**src/rtl/serial_add_ctrl_if.sv**
```systemverilog
// serial_add_ctrl_if: start/busy/done handshake and operand/result bus for
// the bit-serial adder sequencer.
//   master : requester (drives start, a, b, cin; sees busy, done, sum, cout)
//   slave  : sequencer (the reverse)
interface serial_add_ctrl_if #(
    parameter int WIDTH = 8
);
    logic             start;
    logic [WIDTH-1:0] a;
    logic [WIDTH-1:0] b;
    logic             cin;
    logic             busy;
    logic             done;
    logic [WIDTH-1:0] sum;
    logic             cout;

    modport master (output start, a, b, cin, input  busy, done, sum, cout);
    modport slave  (input  start, a, b, cin, output busy, done, sum, cout);
endinterface

```
**src/rtl/serial_add_ctrl.sv**
```systemverilog
// serial_add_ctrl: drives one external 1-bit full-adder cell across WIDTH
// cycles, LSB first, holding the ripple carry in a flop between bits.
//   clk, rst_n      : clock, synchronous active-low reset
//   bus (slave)     : start/a/b/cin in, busy/done/sum/cout out
//   fa_a/fa_b/fa_ci : operand and carry bits to the full-adder cell
//   fa_s/fa_co      : combinational sum/carry back from the cell
// Timing: start accepted at edge k, RUN for WIDTH cycles, done pulses in
// the cycle after edge k+WIDTH, then back to IDLE.
module serial_add_ctrl #(
    parameter int WIDTH = 8
) (
    input  logic              clk,
    input  logic              rst_n,
    serial_add_ctrl_if.slave  bus,
    output logic              fa_a,
    output logic              fa_b,
    output logic              fa_ci,
    input  logic              fa_s,
    input  logic              fa_co
);
    localparam int CW = $clog2(WIDTH) + 1;

    typedef enum logic [1:0] {IDLE, RUN, DONE} state_t;

    state_t           state, state_nx;
    logic [WIDTH-1:0] a_sh, b_sh, sum_r;
    logic             carry, cout_r;
    logic [CW-1:0]    cnt;
    logic             last_bit;

    assign last_bit = (cnt == CW'(WIDTH - 1));

    always_comb begin
        state_nx = state;
        bus.busy = 1'b0;
        bus.done = 1'b0;
        fa_a     = 1'b0;
        fa_b     = 1'b0;
        fa_ci    = 1'b0;
        case (state)
            IDLE: if (bus.start) state_nx = RUN;
            RUN: begin
                bus.busy = 1'b1;
                fa_a     = a_sh[0];
                fa_b     = b_sh[0];
                fa_ci    = carry;
                if (last_bit) state_nx = DONE;
            end
            DONE: begin
                bus.busy = 1'b1;
                bus.done = 1'b1;
                state_nx = IDLE;
            end
            default: state_nx = IDLE;
        endcase
    end

    assign bus.sum  = sum_r;
    assign bus.cout = cout_r;

    always_ff @(posedge clk) begin
        if (!rst_n) begin
            state  <= IDLE;
            a_sh   <= '0;
            b_sh   <= '0;
            sum_r  <= '0;
            carry  <= 1'b0;
            cout_r <= 1'b0;
            cnt    <= '0;
        end else begin
            state <= state_nx;
            case (state)
                IDLE: if (bus.start) begin
                    a_sh  <= bus.a;
                    b_sh  <= bus.b;
                    carry <= bus.cin;
                    cnt   <= '0;
                end
                RUN: begin
                    // Sum bits enter at the MSB so after WIDTH shifts the
                    // first (LSB) result bit has landed in sum_r[0].
                    sum_r <= (sum_r >> 1) | (WIDTH'(fa_s) << (WIDTH - 1));
                    carry <= fa_co;
                    a_sh  <= a_sh >> 1;
                    b_sh  <= b_sh >> 1;
                    cnt   <= cnt + CW'(1);
                    if (last_bit) cout_r <= fa_co;
                end
                default: ;
            endcase
        end
    end
endmodule
```
**src/flat_wrapper.sv**
```systemverilog
// flat-port wrapper written by rule: the top's interface ports become plain ports
module serial_add_ctrl_flat 
#(
    parameter int WIDTH = 8
)
  (clk, rst_n, fa_a, fa_b, fa_ci, fa_s, fa_co, bus_start, bus_a, bus_b, bus_cin, bus_busy, bus_done, bus_sum, bus_cout);
  serial_add_ctrl_if #(.WIDTH(WIDTH)) bus_i ();
  input  logic clk;
  input  logic rst_n;
  output logic fa_a;
  output logic fa_b;
  output logic fa_ci;
  input  logic fa_s;
  input  logic fa_co;
  input wire logic [$bits(bus_i.start)-1:0] bus_start;
  input wire logic [$bits(bus_i.a)-1:0] bus_a;
  input wire logic [$bits(bus_i.b)-1:0] bus_b;
  input wire logic [$bits(bus_i.cin)-1:0] bus_cin;
  output wire logic [$bits(bus_i.busy)-1:0] bus_busy;
  output wire logic [$bits(bus_i.done)-1:0] bus_done;
  output wire logic [$bits(bus_i.sum)-1:0] bus_sum;
  output wire logic [$bits(bus_i.cout)-1:0] bus_cout;
  assign bus_i.start = bus_start;
  assign bus_i.a = bus_a;
  assign bus_i.b = bus_b;
  assign bus_i.cin = bus_cin;
  assign bus_busy = bus_i.busy;
  assign bus_done = bus_i.done;
  assign bus_sum = bus_i.sum;
  assign bus_cout = bus_i.cout;
  serial_add_ctrl #(.WIDTH(WIDTH)) u_core (.clk(clk), .rst_n(rst_n), .bus(bus_i), .fa_a(fa_a), .fa_b(fa_b), .fa_ci(fa_ci), .fa_s(fa_s), .fa_co(fa_co));
endmodule
```
**config.mk**
```make
export PLATFORM = sky130hd
export DESIGN_NAME = serial_add_ctrl_flat
export DESIGN_NICKNAME = d
export VERILOG_FILES = /design/src/rtl/serial_add_ctrl_if.sv /design/src/rtl/serial_add_ctrl.sv /design/src/flat_wrapper.sv
export SDC_FILE = /design/constraint.sdc
export NUM_CORES = 1
export LEC_CHECK = 0
export BUFFER_PORTS_ARGS = -buffer_cell sky130_fd_sc_hd__buf_4
export CORE_MARGIN = 2
export CORE_UTILIZATION = 45
export CTS_CLUSTER_SIZE = 20
export DETAILED_ROUTE_END_ITERATION = 7
export HOLD_SLACK_MARGIN = 0.1
export PLACE_DENSITY = 0.8
export SYNTH_ARGS = -nofsm -noshare
export SYNTH_HDL_FRONTEND = slang
export SYNTH_SLANG_ARGS = --single-unit
```
**constraint.sdc**
```tcl
create_clock -name clk -period 2.75 [get_ports clk]
set_input_delay 0.55 -clock clk [delete_from_list [all_inputs] [get_ports clk]]
set_output_delay 0.55 -clock clk [all_outputs]
set_load 0.1 [all_outputs]
```
==> results of run 1 <==
[worst paths after layout]
kind | start | end | slack (ns) | cells past startpoint
worst min register to register | u_core.b_sh[7] | u_core.b_sh[7] | 0.46 | 2
worst max register to register | u_core.state[1] | u_core.cnt[3] | 1.09 | 6
worst max-delay path | u_core.state[1] | fa_b | 0.67 | 4
worst min-delay path | fa_s | u_core.bus.sum[7] | 0.45 | 3
[cell usage after synthesis (all sizes together), types with 3 or more instances]
cell type,number
a211oi,15
inv,3
nor2,25
clkbuf,4
mux2i,24
dfxtp,32
a21oi,5
buf,7
ha,4
nand3b,5
nand2,6
nand4b,3
and2,3
[state kept, by name, indices dropped and copies added (netlist names)]
signal           flops
u_core.bus.sum       8
u_core.b_sh          8
u_core.bus.cout      1
u_core.a_sh          8
u_core.carry         1
u_core.cnt           4
u_core.state         2
[routing by layer]
layer,GRT usage,vias up,wire [µm]
met1,0.177,547,1290
met4,0.0942,0,50
met5,0,-,0
li1,-,596,-
met2,0.296,38,1540
met3,0.0704,4,185
[placed cells by master (no fill, tap or decap), drive strengths merged]
cell type,n
nand3,1
and2,3
ha,4
a31oi,1
nand2,6
a32oi,1
nand4b,3
buf,38
dfxtp,32
o21ai,2
mux2,1
a21oi,5
nand2b,1
clkbuf,6
nand3b,5
o211a,1
bufinv,1
a2bb2oi,1
inv,3
a211oi,15
nor2,25
and3,2
mux2i,24
nor4,1
clkinv,1
nor2b,1
[cell type report]
class                           instances  area (µm²)  share of cell area
Multi-Input combinational cell        103         785               0.423
Sequential cell                        32         641               0.345
Timing Repair Buffer                   38         285               0.154
Tap cell                               46        57.6              0.0310
Clock buffer                            6        41.3              0.0223
Clock inverter                          2        35.0              0.0189
Inverter                                3        11.3             0.00607
[power by group]
| part | switching [mW] | leakage [nW] | internal (mW) |
|---|---|---|---|
| clock network | 0.162 | 0.0422 | 0.190 |
| logic | 0.142 | 0.468 | 0.0953 |
| registers | 0.0175 | 0.262 | 0.496 |
| total | 0.321 | 0.772 | 0.782 |
[per-stage QoR]
| step | cell area (µm²) | hold slack [ns] | cells |
|---|---|---|---|
| floorplan | 1510 | 0.432 | 149 |
| global placement | 1780 | 0.445 | 222 |
| detailed placement | 1780 | 0.451 | 222 |
| CTS | 1860 | 0.431 | 230 |
| global route | 1860 | 0.437 | 230 |
| finish | 1860 | 0.447 | 230 |
[worst max-delay path: cells and delay by family (launching register included)]
kind / cells / cell delay (ns)
adder cells (fa/ha/maj): 1 / 0.32
buffers and inverters: 2 / 0.38
flip-flops: 1 / 0.33
AND/OR/NAND/NOR: 1 / 0.17
[cells by family (layout without fill, tap and decap cells)]
group	count (synthesis)	in the layout	share of synthesized area
simple gates	48	48	0.156
flops	32	32	0.425
compound gates	26	26	0.160
mux	25	25	0.169
buf+inv	14	49	0.0572
fa+ha+maj	4	4	0.0332
==> flow_summary_export.csv, run 1 <==
group,metric,value,unit
timing,setup_ws,0.668,ns
detailed_routing,routedWlPerCell,13.3,µm
detailed_routing,post-route-drc-count,0,
detailed_routing,num_vias,1185,
power,vdd_drop_max,0.000277,V
clock_network,clock-sinks,32,
floorplanning,core_region_area,3280,µm²
power,powerDensity,594,nW/µm²
detailed_routing,dr.pass1.iters,4,
placed_design,port_buffers,35,
timing,worst_slew_pin_slew,0.478,ns
grt,gr-total-overflow,0,
worst_setup_path,cp-start-kind,"flop",
detailed_routing,viasPerCell,5.15,
timing,fmax,480,MHz
synthesis,synth_cells,149,
finish,n_antenna_cell,0,
synthesis,async_flop_share,0,
finish,fin_util,0.565,
floorplanning,rows,21,
synthesis,synth_edf_count,0,
worst_setup_path,crit_slowest_cell,"dfxtp_1",
synthesis,netlist_area,1510,µm²
timing,setup_viol,0,
synthesis,synthTopCellsByArea,"dfxtp_1 42%, mux2i_1 16%, a211oi_2 10%",
worst_setup_path,cp_max_fo,12,
clock_network,postCtsHoldBufs,0,
synthesis,ys_ff_latch,32,
finish,syn2layout_area_growth,23.0,%
timing,rsz0062_at_grt,"false",
timing,fin_worst_skew,0.00545,ns
worst_setup_path,crit_arrival,1.53,ns
synthesis,syn-num-nets,175,
timing,min_period_over_period,0.757,
timing,slew_violations,0,
clock_network,cts_tree,"yes",
clock_network,clk_pin_slew,0.09,ns
synthesis,ys.flop_type,"dfxtp_1",
synthesis,ys_warn_count,0,
timing,finalHoldViolCount,0,
placed_design,hpwl,2160,µm
synthesis,ys_seq_area_frac,0.425,
worst_hold_path,hold_class,"input pin to flop",
clock_network,clock_latency,0.34,ns
floorplanning,dieHeight,61.9,µm
job,maxCapViolCount,0,
outcome,status,"finished clean",
synthesis,synth_area_leader_cell,"dfxtp_1",
floorplanning,initial_core_util,0.459,
clock_network,post_cts_resized,0,
worst_setup_path,crit_path_max_incr_delay,0.33,ns
finish,nets,209,
floorplanning,die_w,61.9,µm
power,leakagePower,0.772,nW
clock_network,htreeDepth,2,
synthesis,synth_cell_types,28,
worst_setup_path,critPathCaptureType,"output port",
finish,n_fill_cell,305,
placed_design,place_ws,1.04,ns
grt,grt_pass1_wl,4700,µm
clock_network,cts_setup_buffers,0,
timing,post-route-min-period,2.08,ns
worst_setup_path,crit_type,"flop to output port",
worst_setup_path,crit_path_cell_trace,"inv_1, ha_2, and2_1, buf_4",
floorplanning,num_io_pins,36,
timing,setup_tns,0,ns
synthesis,syn_avg_cell_area,10.1,µm²
worst_setup_path,crit_required,2.20,ns
detailed_routing,wirelength,3070,µm
grt,grt_max_degree,35,
grt,antenna_found_initial,0,
finish,drive_above_1_share,0.321,
detailed_routing,drt-initial-drc-count,28,
timing,max_slew_margin,0.673,
detailed_routing,final_antenna_net_count,0,
clock_network,root_buffer,"clkbuf_4",
placed_design,routabilityCongestion,0.760,
clock_network,cts_max_path_buffers,2,
clock_network,cts_buffers,5,
grt,first_global_vias,1108,
power,power,1.10,mW
floorplanning,die-area,3830,µm²
grt,track_usage,0.172,
synthesis,synth_top_area_frac,0.425,
No activity file was read; power rests on OpenSTA's default activity.
==> run 2: changes to the inputs <==
--- a/config.mk
+++ b/config.mk
@@ -5,6 +5,7 @@
 export SDC_FILE = /design/constraint.sdc
 export NUM_CORES = 1
 export LEC_CHECK = 0
+export ABC_AREA = 1
 export BUFFER_PORTS_ARGS = -buffer_cell sky130_fd_sc_hd__buf_4
 export CORE_MARGIN = 2
 export CORE_UTILIZATION = 45
==> constraint.sdc (replaced) <==
create_clock -name clk -period 1.94 [get_ports clk]
set_input_delay 0.388 -clock clk [delete_from_list [all_inputs] [get_ports clk]]
set_output_delay 0.388 -clock clk [all_outputs]
set_load 0.1 [all_outputs]
==> run 2 against run 1 <==
Effect of this change: sequential power grew 55%; register-to-register slack lost 0.71 ns; die area shrank 3.7%; total power grew 81%; critical path depth grew 1.
==> flow_summary_export.csv, run 2 <==
group,metric,value,unit
outcome,status,"finished clean",
grt,grt_pass1_wl,5380,µm
power,vdd_drop_max,0.000654,V
timing,worst_slew_pin_slew,0.420,ns
synthesis,ys_warn_count,0,
worst_setup_path,crit_arrival,1.42,ns
synthesis,ys_seq_area_frac,0.442,
worst_setup_path,crit_required,1.55,ns
clock_network,cts_buffers,5,
synthesis,synth_cell_types,15,
worst_hold_path,hold_start,"fa_s",
synthesis,synthTopCellsByArea,"dfxtp_1 44%, nand2_1 18%, nor2_1 13%",
finish,drive_above_1_share,0.200,
worst_setup_path,r2r_start,"u_core.state[0]",
grt,grt_max_degree,27,
detailed_routing,routedWlPerCell,10.7,µm
worst_setup_path,crit_type,"flop to output port",
timing,fin_worst_skew,0.0133,ns
synthesis,ys.flop_type,"dfxtp_1",
clock_network,cts_tree,"yes",
synthesis,synthMuxAreaShare,0,
placed_design,routabilityCongestion,0.776,
finish,n_fill_cell,298,
timing,fmax,554,MHz
clock_network,clock_latency,0.35,ns
detailed_routing,drt-initial-drc-count,81,
finish,n_antenna_cell,0,
power,power,2.00,mW
worst_setup_path,startpoint,"u_core.state[1]",
placed_design,port_buffers,35,
synthesis,synth_common_cells,"68 x nand2_1, 49 x nor2_1, 32 x dfxtp_1",
synthesis,synth_top_area_frac,0.442,
detailed_routing,wirelength,3200,µm
worst_hold_path,hold_class,"input pin to flop",
synthesis,netlist_area,1450,µm²
timing,min_period_over_period,0.930,
timing,post-route-min-period,1.80,ns
finish,final_cell_mix,"68 x nand2_1, 49 x nor2_1, 39 x buf_4",
timing,setup_tns,0,ns
timing,rsz0062_at_grt,"false",
grt,first_global_vias,1276,
grt,gr-total-overflow,0,
floorplanning,rows,20,
synthesis,syn_avg_cell_area,6.65,µm²
floorplanning,dieHeight,60.7,µm
timing,max_slew_margin,0.720,
placed_design,hpwl,2200,µm
floorplanning,die-area,3690,µm²
synthesis,synth-xor-area-share,0,
timing,setup_viol,0,
worst_hold_path,min_to,"u_core.bus.sum[7]",
grt,track_usage,0.198,
worst_hold_path,holdPathStages,3,
synthesis,async_flop_share,0,
grt,antenna_found_initial,0,
synthesis,ys_ff_latch,32,
synthesis,syn-num-nets,244,
synthesis,yosysMostFrequentCell,"nand2_1",
finish,syn2layout_area_growth,25.6,%
detailed_routing,dr.pass1.iters,4,
clock_network,cts_max_path_buffers,2,
timing,finalHoldViolCount,0,
synthesis,synth_compound_area_frac,0.111,
worst_setup_path,rr_endpoint,"u_core.b_sh[7]",
power,powerDensity,1100,nW/µm²
detailed_routing,num_vias,1433,
worst_setup_path,reg2reg_depth,8,
worst_setup_path,critPathCaptureType,"output port",
synthesis,synthSimpleGateAreaFrac,0.336,
floorplanning,initial_core_util,0.475,
synthesis,synth_fa_ha_area_frac,0.0345,
worst_setup_path,cp_max_fo,7,
worst_setup_path,cp-start-kind,"flop",
power,leakagePower,0.929,nW
job,maxCapViolCount,0,
synthesis,synth_cells,218,
clock_network,root_buffer,"clkbuf_4",
detailed_routing,viasPerCell,4.79,
clock_network,htreeDepth,2,
worst_setup_path,reg2reg_slack,0.38,ns
finish,nets,280,
detailed_routing,post-route-drc-count,0,
synthesis,synth_edf_count,0,
detailed_routing,final_antenna_net_count,0,
synthesis,synth_area_leader_cell,"dfxtp_1",
floorplanning,core_region_area,3050,µm²
finish,final_common_cell,"nand2_1",
timing,slew_violations,0,
floorplanning,die_w,60.7,µm
floorplanning,num_io_pins,36,
clock_network,clk_pin_slew,0.11,ns
synthesis,synth_top_family_by_area,"simple AND/OR/NAND/NOR gates",
clock_network,clock-sinks,32,
[run 2: cell types whose count changed after synthesis, moves of 4 or more]
| cell | previous run | this run |
|---|---|---|
| nand3_1 | 1 | 7 |
| nand3b_1 | 5 | 0 |
| mux2i_1 | 24 | 0 |
| nand2_1 | 6 | 68 |
| nor2_1 | 25 | 49 |
| a21oi_1 | 5 | 9 |
| o21ai_0 | 2 | 23 |
| a211oi_2 | 12 | 0 |
| inv_1 | 3 | 12 |
[run 2: worst max-delay path: stages, from the launching register on]
cell and delay [ns]:
dfxtp_1 0.34, inv_1 0.07, ha_2 0.24, nand2_1 0.09, inv_1 0.06, buf_4 0.28
[run 2: worst max-delay path by stage]
| stage | cells past startpoint | end | slack, ns |
|---|---|---|---|
| final | 5 | fa_b | 0.14 |
| after global routing | 5 | fa_b | 0.03 |
| after CTS | 5 | fa_b | 0.07 |
| after detailed placement | 7 | u_core.b_sh[7] | 0.35 |
| after global placement | 9 | u_core.cnt[3] | 0.39 |
| after floorplan | 5 | fa_a | 0.14 |
[run 2: power by group]
group,switching [mW],internal [mW]
Clock,0.243,0.268
Sequential,0.0480,0.746
Combinational,0.509,0.184
Total,0.799,1.20
[run 2: cell type report]
cell class                      instances  area (µm²)  area share
Multi-Input combinational cell        162         699       0.384
Clock buffer                            5        37.5      0.0206
Tap cell                               44        55.1      0.0302
Inverter                               14        52.6      0.0289
Timing Repair Buffer                   39         293       0.161
Clock inverter                          3        42.5      0.0234
Sequential cell                        32         641       0.352
[run 2: metrics by stage]
step	area, µm²	instances	setup WS [ns]	hold slack [ns]	util
2_1_floorplan	1450	218	0.144	0.444	-
3_3_place_gp	1740	291	0.391	0.455	0.569
3_5_place_dp	1740	291	0.346	0.461	0.569
4_1_cts	1820	299	0.0660	0.258	0.595
5_1_grt	1820	299	0.0267	0.270	0.596
6_report	1820	299	0.136	0.267	0.596
[run 2: cells by family (layout without fill, tap and decap cells)]
| family | count (synthesis) | in the layout |
|---|---|---|
| AOI/OAI and AO/OA | 32 | 32 |
| adders and majority gates | 4 | 4 |
| buffers and inverters | 24 | 61 |
| DFF | 32 | 32 |
| and+or+nand+nor | 126 | 126 |
[run 2: timing repair]
item | 4_1_cts | 5_1_grt
endpoints found under the setup margin | 0 | 3
setup buffers | 0 | 0
hold endpoints to repair | 0 | 0
gates resized for setup | 0 | 1
hold buffers | 0 | 0
[run 2: metal layers]
layer  up-vias  global-route usage  part of all wire
li1        752                   -                 -
met1       637               0.247              0.46
met2        34               0.313              0.46
met3        10              0.0704             0.063
met4         0              0.0776             0.018
met5         -                   0                 0
